<file path="src/rtl/ps2_kb_pkg.sv">
// Shared definitions for the PS/2 keyboard receiver: FSM encodings, frame size
// and the bit layout of the memory-mapped status/data word.
package ps2_kb_pkg;

  typedef enum logic [1:0] {
    IDLE  = 2'd0,
    RECV  = 2'd1,
    CHECK = 2'd2
  } rxState_t;

  localparam int PS2_FRAME_BITS = 11;

  localparam int KB_VALID_BIT = 15;
  localparam int KB_OVF_BIT   = 14;
  localparam int KB_ERR_BIT   = 13;
  localparam int KB_ZERO_BIT  = 12;
  localparam int KB_COUNT_MSB = 11;
  localparam int KB_COUNT_LSB = 8;
  localparam int KB_BYTE_MSB  = 7;

  // PS/2 uses odd parity: data bits plus parity bit must hold an odd number of ones.
  function automatic logic oddParityOk(input logic [7:0] data, input logic parity);
    return ^{data, parity};
  endfunction

endpackage

</file>
<file path="src/rtl/ps2_kb_rx_if.sv">
// Memory-controller side of the keyboard receiver: pop/clear strobes in,
// status/data word and interrupt out.
interface ps2_kb_rx_if;
  logic        kb_rd_en;
  logic        kb_status_clr;
  logic [15:0] kb_data;
  logic        kb_irq;

  modport master (
    output kb_rd_en,
    output kb_status_clr,
    input  kb_data,
    input  kb_irq
  );

  modport slave (
    input  kb_rd_en,
    input  kb_status_clr,
    output kb_data,
    output kb_irq
  );
endinterface

</file>
<file path="src/rtl/kb_fifo.sv">
// Synchronous show-ahead FIFO: the head entry is always visible on popData.
// A push into a full FIFO is accepted only when a pop happens in the same cycle.
module kb_fifo #(
  parameter int DEPTH = 8,
  parameter int WIDTH = 8,
  localparam int AW = (DEPTH > 1) ? $clog2(DEPTH) : 1,
  localparam int CW = $clog2(DEPTH + 1)
) (
  input  logic             clk,
  input  logic             rst_n,
  input  logic             push,
  input  logic [WIDTH-1:0] pushData,
  input  logic             pop,
  output logic [WIDTH-1:0] popData,
  output logic             full,
  output logic             empty,
  output logic [CW-1:0]    count
);

  logic [WIDTH-1:0] mem [DEPTH];
  logic [AW-1:0]    wrPtr;
  logic [AW-1:0]    rdPtr;
  logic [CW-1:0]    cnt;
  logic             doPush;
  logic             doPop;

  assign full    = (cnt == CW'(DEPTH));
  assign empty   = (cnt == '0);
  assign count   = cnt;
  assign popData = mem[rdPtr];

  assign doPop  = pop && !empty;
  assign doPush = push && (!full || pop);

  // Pointers wrap naturally because DEPTH is a power of two.
  always_ff @(posedge clk or negedge rst_n) begin
    if (!rst_n) begin
      wrPtr <= '0;
      rdPtr <= '0;
      cnt   <= '0;
      for (int i = 0; i < DEPTH; i++) begin
        mem[i] <= '0;
      end
    end else begin
      if (doPush) begin
        mem[wrPtr] <= pushData;
        wrPtr      <= wrPtr + AW'(1);
      end
      if (doPop) begin
        rdPtr <= rdPtr + AW'(1);
      end
      case ({doPush, doPop})
        2'b10:   cnt <= cnt + CW'(1);
        2'b01:   cnt <= cnt - CW'(1);
        default: cnt <= cnt;
      endcase
    end
  end

endmodule

</file>
<file path="src/rtl/ps2_kb_rx.sv">
// PS/2 keyboard receiver: synchronizes and filters the PS/2 pins, deframes
// 11-bit scan-code frames and queues good bytes for the memory controller.
module ps2_kb_rx
  import ps2_kb_pkg::*;
#(
  parameter int FIFO_DEPTH     = 8,
  parameter int FILTER_LEN     = 8,
  parameter int TIMEOUT_CYCLES = 10000
) (
  input  logic          CLK_50MHZ,
  input  logic          reset,
  input  logic          PS2_CLK,
  input  logic          PS2_DATA,
  ps2_kb_rx_if.slave    kbBus
);

  localparam int FCW = $clog2(FILTER_LEN + 1);
  localparam int TCW = $clog2(TIMEOUT_CYCLES + 1);
  localparam int CW  = $clog2(FIFO_DEPTH + 1);

  logic [1:0]     clkSync;
  logic [1:0]     dataSync;
  logic           clkSyncd;
  logic           dataSyncd;
  logic           filtClk;
  logic [FCW-1:0] filtCnt;
  logic           fallPulse;

  rxState_t       state;
  logic [3:0]     bitCnt;
  logic [9:0]     shiftReg;
  logic [TCW-1:0] timeoutCnt;
  logic           timeoutErr;

  logic           frameOk;
  logic           pushReq;
  logic           checkBad;
  logic           ovfSet;
  logic           errSet;
  logic           overflow;
  logic           frameErr;

  logic [7:0]     fifoHead;
  logic           fifoFull;
  logic           fifoEmpty;
  logic [CW-1:0]  fifoCount;
  logic [4:0]     countExt;
  logic [3:0]     countField;
  logic [15:0]    kbWord;

  assign clkSyncd  = clkSync[1];
  assign dataSyncd = dataSync[1];

  // Idle-high presets keep a reset from looking like a start-of-frame edge.
  always_ff @(posedge CLK_50MHZ or negedge reset) begin
    if (!reset) begin
      clkSync  <= 2'b11;
      dataSync <= 2'b11;
    end else begin
      clkSync  <= {clkSync[0], PS2_CLK};
      dataSync <= {dataSync[0], PS2_DATA};
    end
  end

  // A level change is accepted only after FILTER_LEN consecutive disagreeing samples.
  always_ff @(posedge CLK_50MHZ or negedge reset) begin
    if (!reset) begin
      filtClk   <= 1'b1;
      filtCnt   <= '0;
      fallPulse <= 1'b0;
    end else begin
      fallPulse <= 1'b0;
      if (clkSyncd == filtClk) begin
        filtCnt <= '0;
      end else if (filtCnt == FCW'(FILTER_LEN - 1)) begin
        filtClk   <= clkSyncd;
        filtCnt   <= '0;
        fallPulse <= filtClk;
      end else begin
        filtCnt <= filtCnt + FCW'(1);
      end
    end
  end

  // Frame deserializer: start bit arms RECV, bits 1..10 shift in LSB-first.
  always_ff @(posedge CLK_50MHZ or negedge reset) begin
    if (!reset) begin
      state      <= IDLE;
      bitCnt     <= '0;
      shiftReg   <= '0;
      timeoutCnt <= '0;
      timeoutErr <= 1'b0;
    end else begin
      timeoutErr <= 1'b0;
      case (state)
        IDLE: begin
          timeoutCnt <= '0;
          if (fallPulse && !dataSyncd) begin
            state  <= RECV;
            bitCnt <= 4'd1;
          end
        end
        RECV: begin
          if (fallPulse) begin
            shiftReg   <= {dataSyncd, shiftReg[9:1]};
            bitCnt     <= bitCnt + 4'd1;
            timeoutCnt <= '0;
            if (bitCnt == 4'(PS2_FRAME_BITS - 1)) begin
              state <= CHECK;
            end
          end else if (timeoutCnt == TCW'(TIMEOUT_CYCLES - 1)) begin
            state      <= IDLE;
            timeoutCnt <= '0;
            timeoutErr <= 1'b1;
          end else begin
            timeoutCnt <= timeoutCnt + TCW'(1);
          end
        end
        CHECK: begin
          state <= IDLE;
        end
        default: begin
          state <= IDLE;
        end
      endcase
    end
  end

  assign frameOk  = shiftReg[9] && oddParityOk(shiftReg[7:0], shiftReg[8]);
  assign pushReq  = (state == CHECK) && frameOk;
  assign checkBad = (state == CHECK) && !frameOk;

  // A pop in the same cycle frees the slot, so a push into a full FIFO is not an overflow.
  assign ovfSet = pushReq && fifoFull && !kbBus.kb_rd_en;
  assign errSet = checkBad || timeoutErr;

  always_ff @(posedge CLK_50MHZ or negedge reset) begin
    if (!reset) begin
      overflow <= 1'b0;
      frameErr <= 1'b0;
    end else begin
      if (ovfSet) begin
        overflow <= 1'b1;
      end else if (kbBus.kb_status_clr) begin
        overflow <= 1'b0;
      end
      if (errSet) begin
        frameErr <= 1'b1;
      end else if (kbBus.kb_status_clr) begin
        frameErr <= 1'b0;
      end
    end
  end

  kb_fifo #(
    .DEPTH (FIFO_DEPTH),
    .WIDTH (8)
  ) fifo (
    .clk      (CLK_50MHZ),
    .rst_n    (reset),
    .push     (pushReq),
    .pushData (shiftReg[7:0]),
    .pop      (kbBus.kb_rd_en),
    .popData  (fifoHead),
    .full     (fifoFull),
    .empty    (fifoEmpty),
    .count    (fifoCount)
  );

  // The count field is four bits wide; a 16-deep full FIFO saturates it at 15.
  assign countExt   = 5'(fifoCount);
  assign countField = countExt[4] ? 4'hF : countExt[3:0];

  always_comb begin
    kbWord                             = '0;
    kbWord[KB_VALID_BIT]               = !fifoEmpty;
    kbWord[KB_OVF_BIT]                 = overflow;
    kbWord[KB_ERR_BIT]                 = frameErr;
    kbWord[KB_ZERO_BIT]                = 1'b0;
    kbWord[KB_COUNT_MSB:KB_COUNT_LSB]  = countField;
    kbWord[KB_BYTE_MSB:0]              = fifoEmpty ? 8'h00 : fifoHead;
  end

  assign kbBus.kb_data = kbWord;
  assign kbBus.kb_irq  = !fifoEmpty;

endmodule

</file>
<file path="src/flat_wrapper.sv">
// flat-port wrapper written by rule: the top's interface ports become plain ports
module ps2_kb_rx_flat import ps2_kb_pkg::*;
#(
  parameter int FIFO_DEPTH     = 8,
  parameter int FILTER_LEN     = 8,
  parameter int TIMEOUT_CYCLES = 10000
)
  (CLK_50MHZ, reset, PS2_CLK, PS2_DATA, kbBus_kb_rd_en, kbBus_kb_status_clr, kbBus_kb_data, kbBus_kb_irq);
  ps2_kb_rx_if kbBus_i ();
  input  logic CLK_50MHZ;
  input  logic reset;
  input  logic PS2_CLK;
  input  logic PS2_DATA;
  input wire logic [$bits(kbBus_i.kb_rd_en)-1:0] kbBus_kb_rd_en;
  input wire logic [$bits(kbBus_i.kb_status_clr)-1:0] kbBus_kb_status_clr;
  output wire logic [$bits(kbBus_i.kb_data)-1:0] kbBus_kb_data;
  output wire logic [$bits(kbBus_i.kb_irq)-1:0] kbBus_kb_irq;
  assign kbBus_i.kb_rd_en = kbBus_kb_rd_en;
  assign kbBus_i.kb_status_clr = kbBus_kb_status_clr;
  assign kbBus_kb_data = kbBus_i.kb_data;
  assign kbBus_kb_irq = kbBus_i.kb_irq;
  ps2_kb_rx #(.FIFO_DEPTH(FIFO_DEPTH), .FILTER_LEN(FILTER_LEN), .TIMEOUT_CYCLES(TIMEOUT_CYCLES)) u_core (.CLK_50MHZ(CLK_50MHZ), .reset(reset), .PS2_CLK(PS2_CLK), .PS2_DATA(PS2_DATA), .kbBus(kbBus_i));
endmodule
</file>
<file path="config.mk">
export PLATFORM = sky130hd
export DESIGN_NAME = ps2_kb_rx_flat
export DESIGN_NICKNAME = d
export VERILOG_FILES = /design/src/rtl/ps2_kb_pkg.sv /design/src/rtl/ps2_kb_rx_if.sv /design/src/rtl/kb_fifo.sv /design/src/rtl/ps2_kb_rx.sv /design/src/flat_wrapper.sv
export SDC_FILE = /design/constraint.sdc
export NUM_CORES = 1
export LEC_CHECK = 0
export ABC_CLOCK_PERIOD_IN_PS = 3400
export CAP_MARGIN = 40
export CORE_MARGIN = 2
export CORE_UTILIZATION = 50
export DETAILED_ROUTE_END_ITERATION = 10
export PLACE_DENSITY = 0.68
export SYNTH_ARGS = -nofsm -noshare
export SYNTH_HDL_FRONTEND = slang
export SYNTH_SLANG_ARGS = --single-unit
</file>
<file path="constraint.sdc">
create_clock -name CLK_50MHZ -period 3.4 [get_ports CLK_50MHZ]
set_input_delay 0.34 -clock CLK_50MHZ [delete_from_list [all_inputs] [get_ports CLK_50MHZ]]
set_output_delay 0.34 -clock CLK_50MHZ [all_outputs]
set_load 0.05 [all_outputs]
</file>
-- Word level (Yosys, flattened, before mapping)
Cells that the tools add are included.
- add/subtract/negate cells: 7
- order comparisons: 3
- equal/unequal tests: 13
- mux-type cells: 29
- bitwise logic cells: 3
- reductions and logical operators: 27
- operators with widths (cell ; count):
    $bwmux W64 ; 1
    $mux W8 ; 4
    $mux W14 ; 2
    $pmux W14 S2 ; 1
    $bmux W8 S3 ; 1
    $demux W8 S3 ; 1
    $mux W4 ; 4
    $pmux W4 S2 ; 2
    $add A14 B1 Y14 const B ; 1
    $eq A14 B14 Y1 const B ; 1
    $add A4 B1 Y4 const B ; 3
    $logic_and A1 B1 Y1 ; 9
    $reduce_xor A9 Y1 ; 1
    $eq A4 B4 Y1 const B ; 2
    $ge A4 B4 Y1 const B ; 2
    $mux W1 ; 8
    $mux W2 ; 4
    $not A3 Y4 ; 2
    $reduce_bool A2 Y1 ; 4
    $add A3 B1 Y3 const B ; 2
    $reduce_and A3 Y1 ; 2
    $logic_not A1 Y1 ; 5
    $eq A2 B1 Y1 const B ; 2
    $eq A2 B2 Y1 const B ; 2
    other kinds (13) ; 16
- flip-flop bits (word level): 117
- input port bits: 6
- output and inout port bits: 17
- logic and storage cells: 105

-- Longest topological paths before layout
Gate-level depths: netlist of run 1.
- depth after elaboration: 6
- depth in mapped cells: 13

-- Cells and area by module
From an unflattened synthesis of run 1, not the netlist that was laid out.
- cell total of the unflattened synthesis: 428
- area, all modules: 5703.0 µm²
- by module, submodules not included (module ; times used ; cells an instance ; area each (µm²) ; sequential area each (µm²)):
    kb_fifo ; 1 ; 228 ; 3617.2 ; 1851.8
    ps2_kb_rx ; 1 ; 200 ; 2085.8 ; 1082.3

-- Least setup slack after synthesis of run 1
No wires, ideal clock.
- kind: register -> register
- start: register u_core.fifo.cnt[1], in the netlist u_core.fifo.count[1]
- end: register u_core.fifo.cnt[2], in the netlist u_core.fifo.count[2]
- setup time: 0.147 ns
- arrival: 3.254 ns
- required time: 3.253 ns
- path slack: 0.000 ns
- cell stages (with the launch flop): 14
- buffers on the path: 2
- path through: dfrtp_1 > clkbuf_1 > or3_1 > nor2_1 > inv_1 > and2_1 > clkbuf_1 > ha_1 > xor2_1 > ha_1 > a21oi_1 > xor2_1 > nor2_1 > xor2_1
- elaborated cells on any way between the ends: 13
- classes of those cells: 2 x add/sub; 3 x eq/ne; 1 x mux; 7 x reduce/logical
- RTL lines (what ; line ; source):
    start: declaration ; kb_fifo.sv:23 ; logic [CW-1:0] cnt;
    start signal: assignment ; kb_fifo.sv:53 ; 2'b10: cnt <= cnt + CW'(1);
    start signal: assignment ; kb_fifo.sv:54 ; 2'b01: cnt <= cnt - CW'(1);
    start signal: assignment ; kb_fifo.sv:55 ; default: cnt <= cnt;
    $logic_not A4 Y1 (*) ; kb_fifo.sv:28 ; assign empty = (cnt == '0);
    $logic_not A1 Y1 (*) ; n/a ;
    named net kbBus_kb_irq ; flat_wrapper.sv:17 ; output wire logic [$bits(kbBus_i.kb_irq)-1:0] kbBus_kb_irq;
    $logic_and A1 B1 Y1 (*) ; kb_fifo.sv:32 ; assign doPop = pop && !empty;
    named net u_core.fifo.doPop ; kb_fifo.sv:25 ; logic doPop;
    $eq A2 B1 Y1 / $eq A2 B2 Y1 (equally long branches) ; kb_fifo.sv:52 ; case ({doPush, doPop})
    $pmux W4 S2 / $reduce_bool A2 Y1 (equally long branches) ; n/a ;
The timed path passes the listed nets; every way through them passes the cells marked *.
A chain may end at the register's enable or synchronous reset.

-- Final worst setup path of run 1
- start: register u_core.fifo.rdPtr[1]
- end: output port kbBus_kb_data[4]
- cells in the longest elaborated chain, start to end: 5
- RTL lines (what ; line ; source):
    start: declaration ; kb_fifo.sv:22 ; logic [AW-1:0] rdPtr;
    start signal: assignment ; kb_fifo.sv:50 ; rdPtr <= rdPtr + AW'(1);
    $not A3 Y4 (implied by the code) ; kb_fifo.sv:30 ; assign popData = mem[rdPtr];
    $bmux W8 S3 ; kb_fifo.sv:30 ;
    $mux W8 (implied by the code) (2 in a row) ; kb_fifo.sv:30 ;
    $mux W8 ; ps2_kb_rx.sv:181 ; kbWord[KB_BYTE_MSB:0] = fifoEmpty ? 8'h00 : fifoHead;
    end: declaration ; flat_wrapper.sv:16 ; output wire logic [$bits(kbBus_i.kb_data)-1:0] kbBus_kb_data;
No other way between the ends. The select of a mux whose other input is x is not followed.

==> results by group, run 1 <==
Timing
  • Fin. max-slew vios: 0
  • Final Hold Viols: 0
  • RSZ-0062 raised after global routing: false
  • Setup violations, final: 0
  • Layout Skew: 9.02 ps
  • Worst-Margin Slew: around 840 ps
  • Slew margin rel.: 43.9%
  • Final worst-path cycle share: 92.0%
  • Fmax: ~0.32 GHz
  • Setup TNS: 0 ps
  • Minimum clock period: 3130 ps

Worst hold path
  • Hold Crit Depth: 1
  • Worst Hold Class: in -> reg
  • Hold Path Sink: u_core.clkSync[0]
  • Hold Startpoint: PS2_CLK

Synthesis
  • Share of the synthesized area in the top cell type: between 50% and 60%
  • Mapped Cells: 445
  • Synth cell count leaders: dfrtp_1 (112), mux2_2 (60), nand2_1 (42)
  • Yosys cell types: 48
  • Post-synth net total: 460
  • Syn Area/Cell: about 13 sq um
  • Ys async rst share: 100%
  • Sequential element share of the synthesized area: 52.7%
  • Top FF cell, synth: dfrtp_1
  • Cell Area, Synth: 5570 sq um
  • Number of synthesized flops with an enable pin: 0
  • Yosys reg bits: 117
  • Synth area leader: dfrtp_1
  • Most frequent cell after synthesis: dfrtp_1
  • Ranking of synthesized cells by area: dfrtp_1 (50%), mux2_2 (12%), mux4_2 (6.5%), nand2_1 (2.8%), dfstp_2 (2.4%)
  • Synth warn: 0

Power
  • Reg power frac: 41.0%
  • Switching power: 1.08 mW
  • Worst vdd ir: 0.000465 V
  • Sw frac: 27.6%
  • Power per Cell Area: 606 nW/um^2
  • Clock share of power: 44.0%
  • P_int: roughly 2.8 mW
  • Logic pwr share: approximately 15%
  • Leak pwr: 3.04 nW

Finish
  • Antenna Cells: 0
  • Area occupied by multi-input gates: 2450 sq um
  • Sequential cell area: 2930 sq um
  • Share of layout cells above drive strength 1: 29.8%
  • Nets: 479
  • Layout fillers: between 800 and 900
  • Synthesis-to-finish area growth: 16.4%
  • Final core occ: between 50% and 60%

Drt
  • # DRC: 0
  • Total wire length: 10700 um
  • Initial DRT Pass Iterations: 4
  • Antenna Violating Nets Remaining: 0
  • Initial DRC Count: 150
  • Via-per-instance ratio: 5.63
  • Vias: around 3500
  • Avg WL per Cell: 17.4 um

GRT
  • Total global-route track usage: 20.2%
  • Global-route wire length before repair: 17800 um
  • Number of global-route vias before repair: approximately 3600
  • Largest net degree at the start of global routing: 67
  • GRT overflow: 0
  • Initial antenna violation count: 0

Placed design
  • GP Congestion: a little under 0.8
  • DP Wirelength: about 7000 um
  • I/O Buffers: 21

Setup path
  • CP Depth: 4
  • R2R Path Start: u_core.shiftReg[1]
  • CP max stage cell: dfrtp_1
  • Buf/Inv on CP: 1
  • CP max FO: 18
  • WS Path Type: reg -> out
  • WP data required: 3060 ps
  • Worst setup EP type: output port
  • Sequence of cells on the critical path: mux4_2 -> mux2i_1 -> nor2_1 -> clkdlybuf4s50_1
  • R2R depth: 11
  • Reg2reg setup slack: 620 ps
  • CP max stage delay: 890 ps
  • Family with the most delay on the worst path: flip-flops
  • Startpoint types: flip-flop
  • Terminus of the critical flop-to-flop path: u_core.fifo.count[2]
  • Arrival @ worst endpoint: 2790 ps

Clock network
  • Root cell of the clock tree: clkbuf_8
  • CTS buffer count: 17
  • TritonCTS Sinks: 117
  • Post-cts resize count: 0
  • Clk slew on worst S/H paths: ~60 ps
  • Clock Path Buffers: 2
  • CTS tree: done
  • H-tree levels: 4
  • Post-CTS setup repair buffer count: 0
  • Worst skew pair latency: about 520 ps

Die
  • Die ar.: 12000 sq um
  • I/O Pins: 23
  • Row cnt: 38
  • Core area: around 11000 sq um
  • Starting Density: 51.4%
  • Die height: 110 um
  • Horiz. Die Dim: 110 um

Run status
  • Status: complete, no violations

Run
  • Max-cap check violation count: 0
[layout by cell type, fill, tap and decap left out, types with 5 or more instances in the layout]
master,Yosys,final
nor2_1,26,26
inv_1,7,6
xor2_1,11,11
clkdlybuf4s50_1,0,20
nand3_1,15,15
buf_4,4,11
mux2_4,8,8
mux2_2,60,60
o21ai_0,20,20
a21oi_1,5,5
mux4_2,16,16
nand2_1,42,42
mux2i_1,9,9
nor3_1,7,7
clkbuf_16,0,16
nand3b_1,5,5
xnor2_1,8,8
dfrtp_1,112,112
dfstp_2,5,5
ha_1,9,9
[metrics by stage]
| step | std cells | power [mW] | hold slack (ps) | cell area (sq um) | setup WS [ps] |
|---|---|---|---|---|---|
| final | 617 | 3.93 | 232 | 6480 | 271 |
| after CTS | 617 | 3.98 | 211 | 6480 | 206 |
| after detailed placement | 584 | 2.24 | 349 | 5890 | 607 |
| after global routing | 617 | 4.10 | 209 | 6480 | 153 |
| after global placement | 584 | 2.23 | 348 | 5890 | 645 |
| after floorplan | 445 | 2.04 | 44.4 | 5570 | 125 |
[worst register-to-register path, cell delays in order, from the launching register on]
cell and delay, ps:
dfrtp_1 540, xor2_1 190, xnor3_1 460, mux2i_1 170, buf_4 220, ha_1 290, xor2_1 110, ha_1 180
a21oi_1 140, xor2_1 160, nor2_1 60, xor2_1 130
[registers in the layout, indices dropped and copies added, names as in the netlist]
signal             cells
u_core.fifo.wrPtr      3
u_core.state           2
u_core.clkSync         2
u_core.fifo.mem       64
u_core.dataSync        2
u_core.filtClk         1
u_core.fifo.rdPtr      3
u_core.timeoutErr      1
u_core.fifo.count      4
u_core.timeoutCnt     14
u_core.frameErr        1
u_core.overflow        1
u_core.shiftReg       10
u_core.bitCnt          4
u_core.filtCnt         4
u_core.fallPulse       1
[cell type report]
cell class              instances  share of cell area [%]
flip-flops and latches        117                    45.3
multi-input cells             288                    37.8
clock buffers                  19                    6.50
repair buffers                 33                    4.83
well taps                     140                    2.70
clock inverters                13                    2.45
inverters                       7                   0.405
[power by group through the flow]
stage          clock, mW  combinational, mW  sequential [mW]
2_1_floorplan          0              0.418             1.62
3_3_place_gp           0              0.592             1.63
3_5_place_dp           0              0.603             1.64
4_1_cts             1.76              0.603             1.61
5_1_grt             1.83              0.639             1.63
6_report            1.73              0.589             1.61
[how the worst max path moves through the flow]
stage,start,endpoint
2_1_floorplan,u_core.fifo.count[1],u_core.fifo.count[2]
3_3_place_gp,u_core.shiftReg[5],u_core.fifo.mem[43]
3_5_place_dp,u_core.shiftReg[1],u_core.fifo.mem[43]
4_1_cts,u_core.fifo.rdPtr[1],kbBus_kb_data[4]
5_1_grt,u_core.fifo.rdPtr[1],kbBus_kb_data[4]
6_report,u_core.fifo.rdPtr[1],kbBus_kb_data[4]
[kinds of logic after synthesis]
family | count (synthesis) | share of synthesized area [%]
adder cells (fa/ha/maj) | 9 | 2.02
other | 1 | 0.0673
buffers and inverters | 40 | 3.41
XOR/XNOR | 21 | 3.84
flip-flops | 117 | 52.7
multiplexers | 93 | 22.4
AO/OA/AOI/OAI | 39 | 4.42
AND/OR/NAND/NOR | 125 | 11.2
[routing by layer]
| metal | share of wire [%] | global-route usage [%] | vias up | wire length (um) |
|---|---|---|---|---|
| met5 | 0 | 0 | - | 0 |
| met4 | 1.3 | 7.50 | 0 | 141 |
| met3 | 3.5 | 6.70 | 16 | 376 |
| met2 | 51 | 33.0 | 71 | 5480 |
| met1 | 44 | 24.9 | 1773 | 4730 |
| li1 | - | - | 1613 | - |
[what timing repair did]
action                                 in CTS  in global routing
hold buffers                                1                  0
endpoints found under the hold margin      60                  0
setup endpoints to repair                   0                  0
Power figures use the tool's default switching activity.
==> run 2, diff against run 1 <==
MAX_ROUTING_LAYER = met4   (was not set)
==> run 2 against run 1 <==
  * Non-clock buffer count unchanged
  * Sequential power barely moved
  * Register-to-register slack worse by 20 ps
  * Utilization stayed put
  * First-iteration DRC count is 1.3% lower
  * Routed wire length up 0.16%
  * Clock power barely moved
  * Setup slack lost 20 ps
  * Via count down 0.84%
==> results by group, run 2 (synthesis gave the netlist of run 1 again) <==
GRT
  • Initial antenna violation count: 0 (unchanged)
  • Total global-route track usage: 20.8% (+0.63 points)
  • Met1 usage: 25.0% (+0.12 points)
  • GRT overflow: 0 (unchanged)
  • GRT met3 Usage: 6.88% (+0.18 points)
  • Number of global-route vias before repair: 3608 (+0.31%)
  • Grt met2 use: 32.8% (-0.13 points)
  • Largest net degree at the start of global routing: 67 (unchanged)
  • Grt peak-use layer: met2
  • Global-route wire length before repair: 17800 um (unchanged)

Timing
  • Final worst-path cycle share: 92.6% (+0.58 points)
  • Final setup margin: 251 ps (-19.7 ps)
  • RSZ-0062 raised after global routing: false
  • Final Hold Viols: 0 (unchanged)
  • Setup violations, final: 0 (unchanged)
  • Setup TNS: 0 ps (unchanged)
  • Worst-Margin Slew: 852 ps (+10.9 ps)
  • Fin. max-slew vios: 0 (unchanged)
  • Minimum clock period: 3150 ps (+19.7 ps)
  • Layout Skew: 7.93 ps (-1.09 ps)
  • Slew margin rel.: 43.2% (-0.73 points)
  • Fmax: 0.318 GHz (-0.63%)

Worst hold path
  • Hold Crit Depth: 1 (unchanged)
  • Hold Startpoint: PS2_CLK
  • Worst Hold Class: in -> reg
  • Hold Path Sink: u_core.clkSync[0]

Drt
  • Total wire length: 10700 um (+0.16%)
  • Vias: 3444 (-0.84%)
  • Initial DRC Count: 148 (-1.3%)
  • Avg WL per Cell: 17.4 um (+0.16%)
  • # DRC: 0 (unchanged)
  • Initial DRT Pass Iterations: 4 (unchanged)
  • Antenna Violating Nets Remaining: 0 (unchanged)
  • Via-per-instance ratio: 5.58 (-0.84%)

Clock network
  • H-tree levels: 4 (unchanged)
  • CTS tree: done
  • Clk slew on worst S/H paths: 60 ps (about the same)
  • Quantity of hold-fixing buffers added after cts: 1 (unchanged)
  • Post-CTS setup repair buffer count: 0 (unchanged)
  • Worst skew pair latency: 520 ps (about the same)
  • TritonCTS Sinks: 117 (unchanged)
  • Clock Path Buffers: 2 (unchanged)
  • Post-cts resize count: 0 (unchanged)
  • Root cell of the clock tree: clkbuf_8
  • CTS buffer count: 17 (unchanged)

Setup path
  • Worst setup EP type: output port
  • Reg2reg setup slack: 600 ps (-20 ps)
  • WP data required: 3060 ps (about the same)
  • Arrival @ worst endpoint: 2810 ps (+20 ps)
  • WS Path Type: reg -> out
  • Terminus of the critical flop-to-flop path: u_core.fifo.mem[45]
  • R2R depth: 6 (-5)
  • CP max FO: 18 (unchanged)
  • R2R Path Start: u_core.shiftReg[1]
  • Startpoint types: flip-flop

Finish
  • Most frequent cells in the layout: dfrtp_1 (112), mux2_2 (60), nand2_1 (42)
  • Final Instance Count excl. Fillers: 617 (unchanged)
  • Nets: 479 (unchanged)
  • Finished Cell Area: 6480 sq um (unchanged)
  • Layout fillers: 848 (unchanged)
  • Area occupied by multi-input gates: 2450 sq um (unchanged)
  • Antenna Cells: 0 (unchanged)
  • Synthesis-to-finish area growth: 16.4% (unchanged)
  • Sequential cell area: 2930 sq um (unchanged)
  • Leading cell type in the layout, fill and taps excluded: dfrtp_1
  • Reg with most FFs: u_core.fifo.mem
  • Share of layout cells above drive strength 1: 29.8% (unchanged)
  • Biggest regs: u_core.fifo.mem: 64 flops, u_core.timeoutCnt: 14 flops, u_core.shiftReg: 10 flops
  • Final core occ: 59.8% (unchanged)
  • Max reg flops: 64 (unchanged)

Power
  • Power per Cell Area: 607 nW/um^2 (+0.12%)
  • Leak pwr: 3.04 nW (unchanged)
  • Worst vdd ir: 0.000466 V (+0.13%)

Run status
  • Status: complete, no violations

Placed design
  • DP Wirelength: 7000 um (unchanged)
  • Placed inst area: 5890 sq um (unchanged)
  • I/O Buffers: 21 (unchanged)
  • Pre-CTS setup slack: 607 ps (unchanged)
  • GP Congestion: 0.796 (+1.4%)
  • DP Cell Count: 584 (unchanged)

Die
  • Core area: 10800 sq um (unchanged)
  • Row cnt: 38 (unchanged)
  • Die ar.: 12000 sq um (unchanged)
  • I/O Pins: 23 (unchanged)
  • Die height: 110 um (unchanged)
  • Horiz. Die Dim: 110 um (unchanged)
  • Starting Density: 51.4% (unchanged)

Run
  • Max-cap check violation count: 0 (unchanged)
run 2: per-layer routing:
layer | part of all wire [%] | vias to the layer above | routed length [um]
li1 | - | 1619 | -
met3 | 3.8 | 14 | 406
met2 | 51 | 57 | 5460
met1 | 44 | 1754 | 4770
met4 | 1.0 | 0 | 107
met5 | 0 | - | 0
run 2: critical path: stages (launching register included):
cell and delay (ps):
dfrtp_1 900, mux4_2 360, mux2i_1 90, nor2_1 130, clkdlybuf4s50_1 810
run 2: area by class of cell:
| type | instances | share of cell area (%) |
|---|---|---|
| Inverter | 7 | 0.405 |
| Clock buffer | 19 | 6.50 |
| Tap cell | 140 | 2.70 |
| Timing Repair Buffer | 33 | 4.83 |
| Clock inverter | 13 | 2.45 |
| Sequential cell | 117 | 45.3 |
| Multi-Input combinational cell | 288 | 37.8 |
run 2: power by group:
group,leakage [nW],internal (mW),switching [mW]
clock network,0.278,1.11,0.620
registers,1.59,1.47,0.147
logic,1.17,0.269,0.320
total,3.04,2.85,1.09
run 2: how the worst max path moves through the flow:
stage | cells after the start | startpoint | slack (ps) | endpoint
after floorplan | 13 | u_core.fifo.count[1] | 130 | u_core.fifo.count[2]
final | 4 | u_core.fifo.rdPtr[1] | 250 | kbBus_kb_data[4]
after global placement | 6 | u_core.shiftReg[5] | 650 | u_core.fifo.mem[43]
after CTS | 4 | u_core.fifo.rdPtr[1] | 210 | kbBus_kb_data[4]
after detailed placement | 6 | u_core.shiftReg[1] | 610 | u_core.fifo.mem[43]
after global routing | 4 | u_core.fifo.rdPtr[1] | 150 | kbBus_kb_data[4]
run 2: through the flow:
step           total power, mW  hold slack (ps)
2_1_floorplan             2.04             44.4
5_1_grt                   4.10              206
6_report                  3.93              228
3_3_place_gp              2.23              348
4_1_cts                   3.98              211
3_5_place_dp              2.24              349
==> run 3, diff against run 2 <==
CTS_CLUSTER_DIAMETER = 120   (was not set)
SYNTH_HIERARCHICAL = 1   (was not set)
==> run 3 against run 2 <==
  * Largest power group unchanged
  * Register-to-register slack got worse by 390 ps
  * Global-route usage fell by 0.64 points
  * Sequential power is 2% lower
  * Critical endpoint is now u_core/fifo/count[3]
  * Largest cell class unchanged
==> results by group, run 3 <==
Clock network
  • TritonCTS Sinks: 117 (unchanged)
  • Clock Path Buffers: 2 (unchanged)
  • Root cell of the clock tree: clkbuf_16
  • H-tree levels: 4 (unchanged)
  • CTS tree: done
  • Clk slew on worst S/H paths: 50 ps (about the same)
  • Worst skew pair latency: 410 ps (-110 ps)
  • CTS buffer count: 17 (unchanged)

Worst hold path
  • Worst Hold Class: in -> async

Power
  • Clock share of power: 45.0% (+1.0 points)
  • Switching power: 1.12 mW (+3.5%)
  • Sw frac: 27.0% (-0.64 points)
  • Worst vdd ir: 0.000694 V (+49%)
  • Leak pwr: 3.17 nW (+4.2%)
  • P_int: 3.04 mW (+6.8%)
  • Power per Cell Area: 617 nW/um^2 (+1.8%)
  • Power Total: 4.16 mW (+5.9%)
  • Reg power frac: 37.6% (-3.4 points)
  • Logic pwr share: 17.4% (+2.4 points)

GRT
  • Global-route wire length before repair: 18600 um (+4.5%)
  • GRT overflow: 0 (unchanged)
  • Total global-route track usage: 20.1% (-0.64 points)
  • Initial antenna violation count: 0 (unchanged)
  • Number of global-route vias before repair: 3642 (+0.94%)
  • Largest net degree at the start of global routing: 104 (+55%)

Drt
  • Total wire length: 10800 um (+1.0%)
  • Initial DRC Count: 157 (+6.1%)
  • Initial DRT Pass Iterations: 4 (unchanged)
  • Vias: 3500 (+1.6%)
  • Antenna Violating Nets Remaining: 0 (unchanged)
  • Avg WL per Cell: 17.5 um (+0.67%)
  • # DRC: 0 (unchanged)
  • Via-per-instance ratio: 5.65 (+1.3%)

Die
  • Die ar.: 12300 sq um (+2.3%)
  • Core area: 11300 sq um (+4.0%)
  • I/O Pins: 23 (unchanged)
  • Starting Density: 50.6% (-0.79 points)
  • Horiz. Die Dim: 111 um (+1.1%)
  • Row cnt: 39 (+2.6%)
  • Die height: 111 um (+1.1%)

Timing
  • Setup TNS: 0 ps (unchanged)
  • Minimum clock period: 3190 ps (+39.0 ps)
  • Setup violations, final: 0 (unchanged)
  • Fin. max-slew vios: 0 (unchanged)
  • RSZ-0062 raised after global routing: false
  • Slew margin rel.: 40.9% (-2.3 points)
  • Fmax: 0.314 GHz (-1.2%)
  • Final Hold Viols: 0 (unchanged)
  • Minimum hold slack: 326 ps (+97.2 ps)
  • Final worst-path cycle share: 93.8% (+1.1 points)
  • Layout Skew: 8.20 ps (+0.267 ps)
  • Worst-Margin Slew: 883 ps (+31.6 ps)

Setup path
  • WP data required: 3680 ps (+620 ps)
  • Terminus of the critical flop-to-flop path: u_core/fifo/count[3]
  • R2R Path Start: u_core/shiftReg[5]
  • WS Path Type: reg -> reg
  • CP max stage delay: 680 ps (-220 ps)
  • CP max FO: 5 (-13)
  • R2R depth: 11 (+5)
  • Startpoint types: flip-flop
  • Crit-path most repeated cell: ha_1
  • Sequence of cells on the critical path: xnor2_1 -> xnor3_1 -> xnor2_2 -> nand2_1 -> nor2_2 -> o21ai_2 -> ha_1 -> ha_1 -> or4b_2 -> o311ai_0 -> o211ai_1
  • Reg2reg setup slack: 210 ps (-390 ps)
  • Worst setup EP type: flip-flop
  • CP max stage cell: or4b_2
  • Arrival @ worst endpoint: 3470 ps (+660 ps)

Synthesis
  • Most frequent cell after synthesis: dfrtp_1
  • Syn Area/Cell: 13.3 sq um (+6.4%)
  • Share of the synthesized area in the top cell type: 49.1% (-1.2 points)
  • Post-synth net total: 444 (-3.5%)
  • Mapped Cells: 428 (-3.8%)
  • Yosys cell types: 52 (+8.3%)
  • Synth area leader: dfrtp_1
  • Synth warn: 6 (+6)
  • Synth cell count leaders: dfrtp_1 (112), mux2_2 (84), nand2_1 (20)
  • Ranking of synthesized cells by area: dfrtp_1 (49%), mux2_2 (17%), mux4_2 (6.3%), dfstp_2 (2.3%), ha_1 (2.0%)
  • Yosys reg bits: 117 (unchanged)
  • Cell Area, Synth: 5700 sq um (+2.4%)
  • Top FF cell, synth: dfrtp_1
  • Sequential element share of the synthesized area: 51.4% (-1.2 points)
  • Ys async rst share: 100% (unchanged)
  • Number of synthesized flops with an enable pin: 0 (unchanged)

Finish
  • Leading cell type in the layout, fill and taps excluded: dfrtp_1
  • Most frequent cells in the layout: dfrtp_1 (112), mux2_2 (84), clkdlybuf4s50_1 (20), nand2_1 (20), o21ai_0 (19)
  • Reg with most FFs: u_core/fifo/mem
  • Layout fillers: 902 (+6.4%)
  • Antenna Cells: 0 (unchanged)
  • Nets: 479 (unchanged)
  • Area occupied by multi-input gates: 2620 sq um (+6.7%)
  • Biggest regs: u_core/fifo/mem: 64 flops, u_core/timeoutCnt: 14 flops, u_core/shiftReg: 10 flops
  • Sequential cell area: 2930 sq um (unchanged)
  • Share of layout cells above drive strength 1: 34.7% (+4.9 points)
  • Max reg flops: 64 (unchanged)
  • Synthesis-to-finish area growth: 18.3%

Run
  • Max-cap check violation count: 0 (unchanged)

Placed design
  • DP Wirelength: 7000 um (about the same)
  • GP Congestion: 0.780 (-2.0%)
  • I/O Buffers: 21 (unchanged)

Run status
  • Status: complete, no violations
[run 3: cell types whose count changed after synthesis, moves of 9 or more]
| cell | before | now |
|---|---|---|
| nor2b_1 | 4 | 14 |
| clkbuf_1 | 21 | 6 |
| nand2_1 | 42 | 20 |
| mux2_2 | 60 | 84 |
| inv_1 | 7 | 16 |
| nor2_1 | 26 | 11 |
[run 3: power by group through the flow]
stage | Combinational (mW) | Clock [mW] | Sequential (mW)
4_1_cts | 0.736 | 1.91 | 1.57
3_5_place_dp | 0.734 | 0 | 1.59
3_3_place_gp | 0.718 | 0 | 1.59
2_1_floorplan | 0.473 | 0 | 1.63
6_report | 0.724 | 1.88 | 1.57
5_1_grt | 0.790 | 1.97 | 1.58
[run 3: critical path, delay by kind of cell (launching register included)]
| family | cells | cell delay (ps) |
|---|---|---|
| AO/OA/AOI/OAI | 3 | 340 |
| XOR/XNOR | 3 | 810 |
| adder cells (fa/ha/maj) | 2 | 570 |
| flip-flops | 1 | 390 |
| AND/OR/NAND/NOR | 3 | 940 |
[run 3: area by class of cell]
type                    instances  share of cell area (%)
well taps                     143                    2.65
multi-input cells             276                    38.8
flip-flops and latches        117                    43.5
clock inverters                 9                    2.21
inverters                      16                   0.890
clock buffers                  23                    7.09
repair buffers                 35                    4.86
[run 3: repair_timing]
item,in CTS,in global routing
hold buffers,1,0
endpoints found under the hold margin,14,0
endpoints found under the setup margin,0,1
gates resized for setup,0,2
buffers inserted,0,0
[run 3: cells by family after synthesis]
kind of cell    synth area share, %
compound gates                 7.85
fa+ha+maj                      2.33
flops                          51.4
simple gates                   9.59
buf+inv                        2.94
mux                            23.1
other cells                  0.0658
xor+xnor                       2.70
[run 3: layer usage]
metal  global-route usage (%)  routed length (um)
met5                        -                   0
met4                     7.42                 174
met3                     5.80                 350
met2                     31.1                5270
met1                     25.6                5050
[run 3: per-stage QoR]
step                cells  utilization, %  instance area (sq um)  setup slack, ps
floorplan             428               -                   5700              117
global placement      586            54.1                   6100              265
detailed placement    586            54.1                   6100              158
CTS                   619            59.8                   6740              145
global route          619            59.8                   6750             11.9
finish                619            59.8                   6750              212
[run 3: worst max path at each step]
stage | startpoint | endpoint
floorplan | u_core/shiftReg[1] | u_core/fifo/count[3]
global placement | u_core/shiftReg[1] | u_core/fifo/count[3]
detailed placement | u_core/shiftReg[1] | u_core/fifo/count[3]
CTS | u_core/shiftReg[1] | u_core/fifo/count[3]
global route | u_core/shiftReg[1] | u_core/fifo/count[3]
finish | u_core/shiftReg[5] | u_core/fifo/count[3]
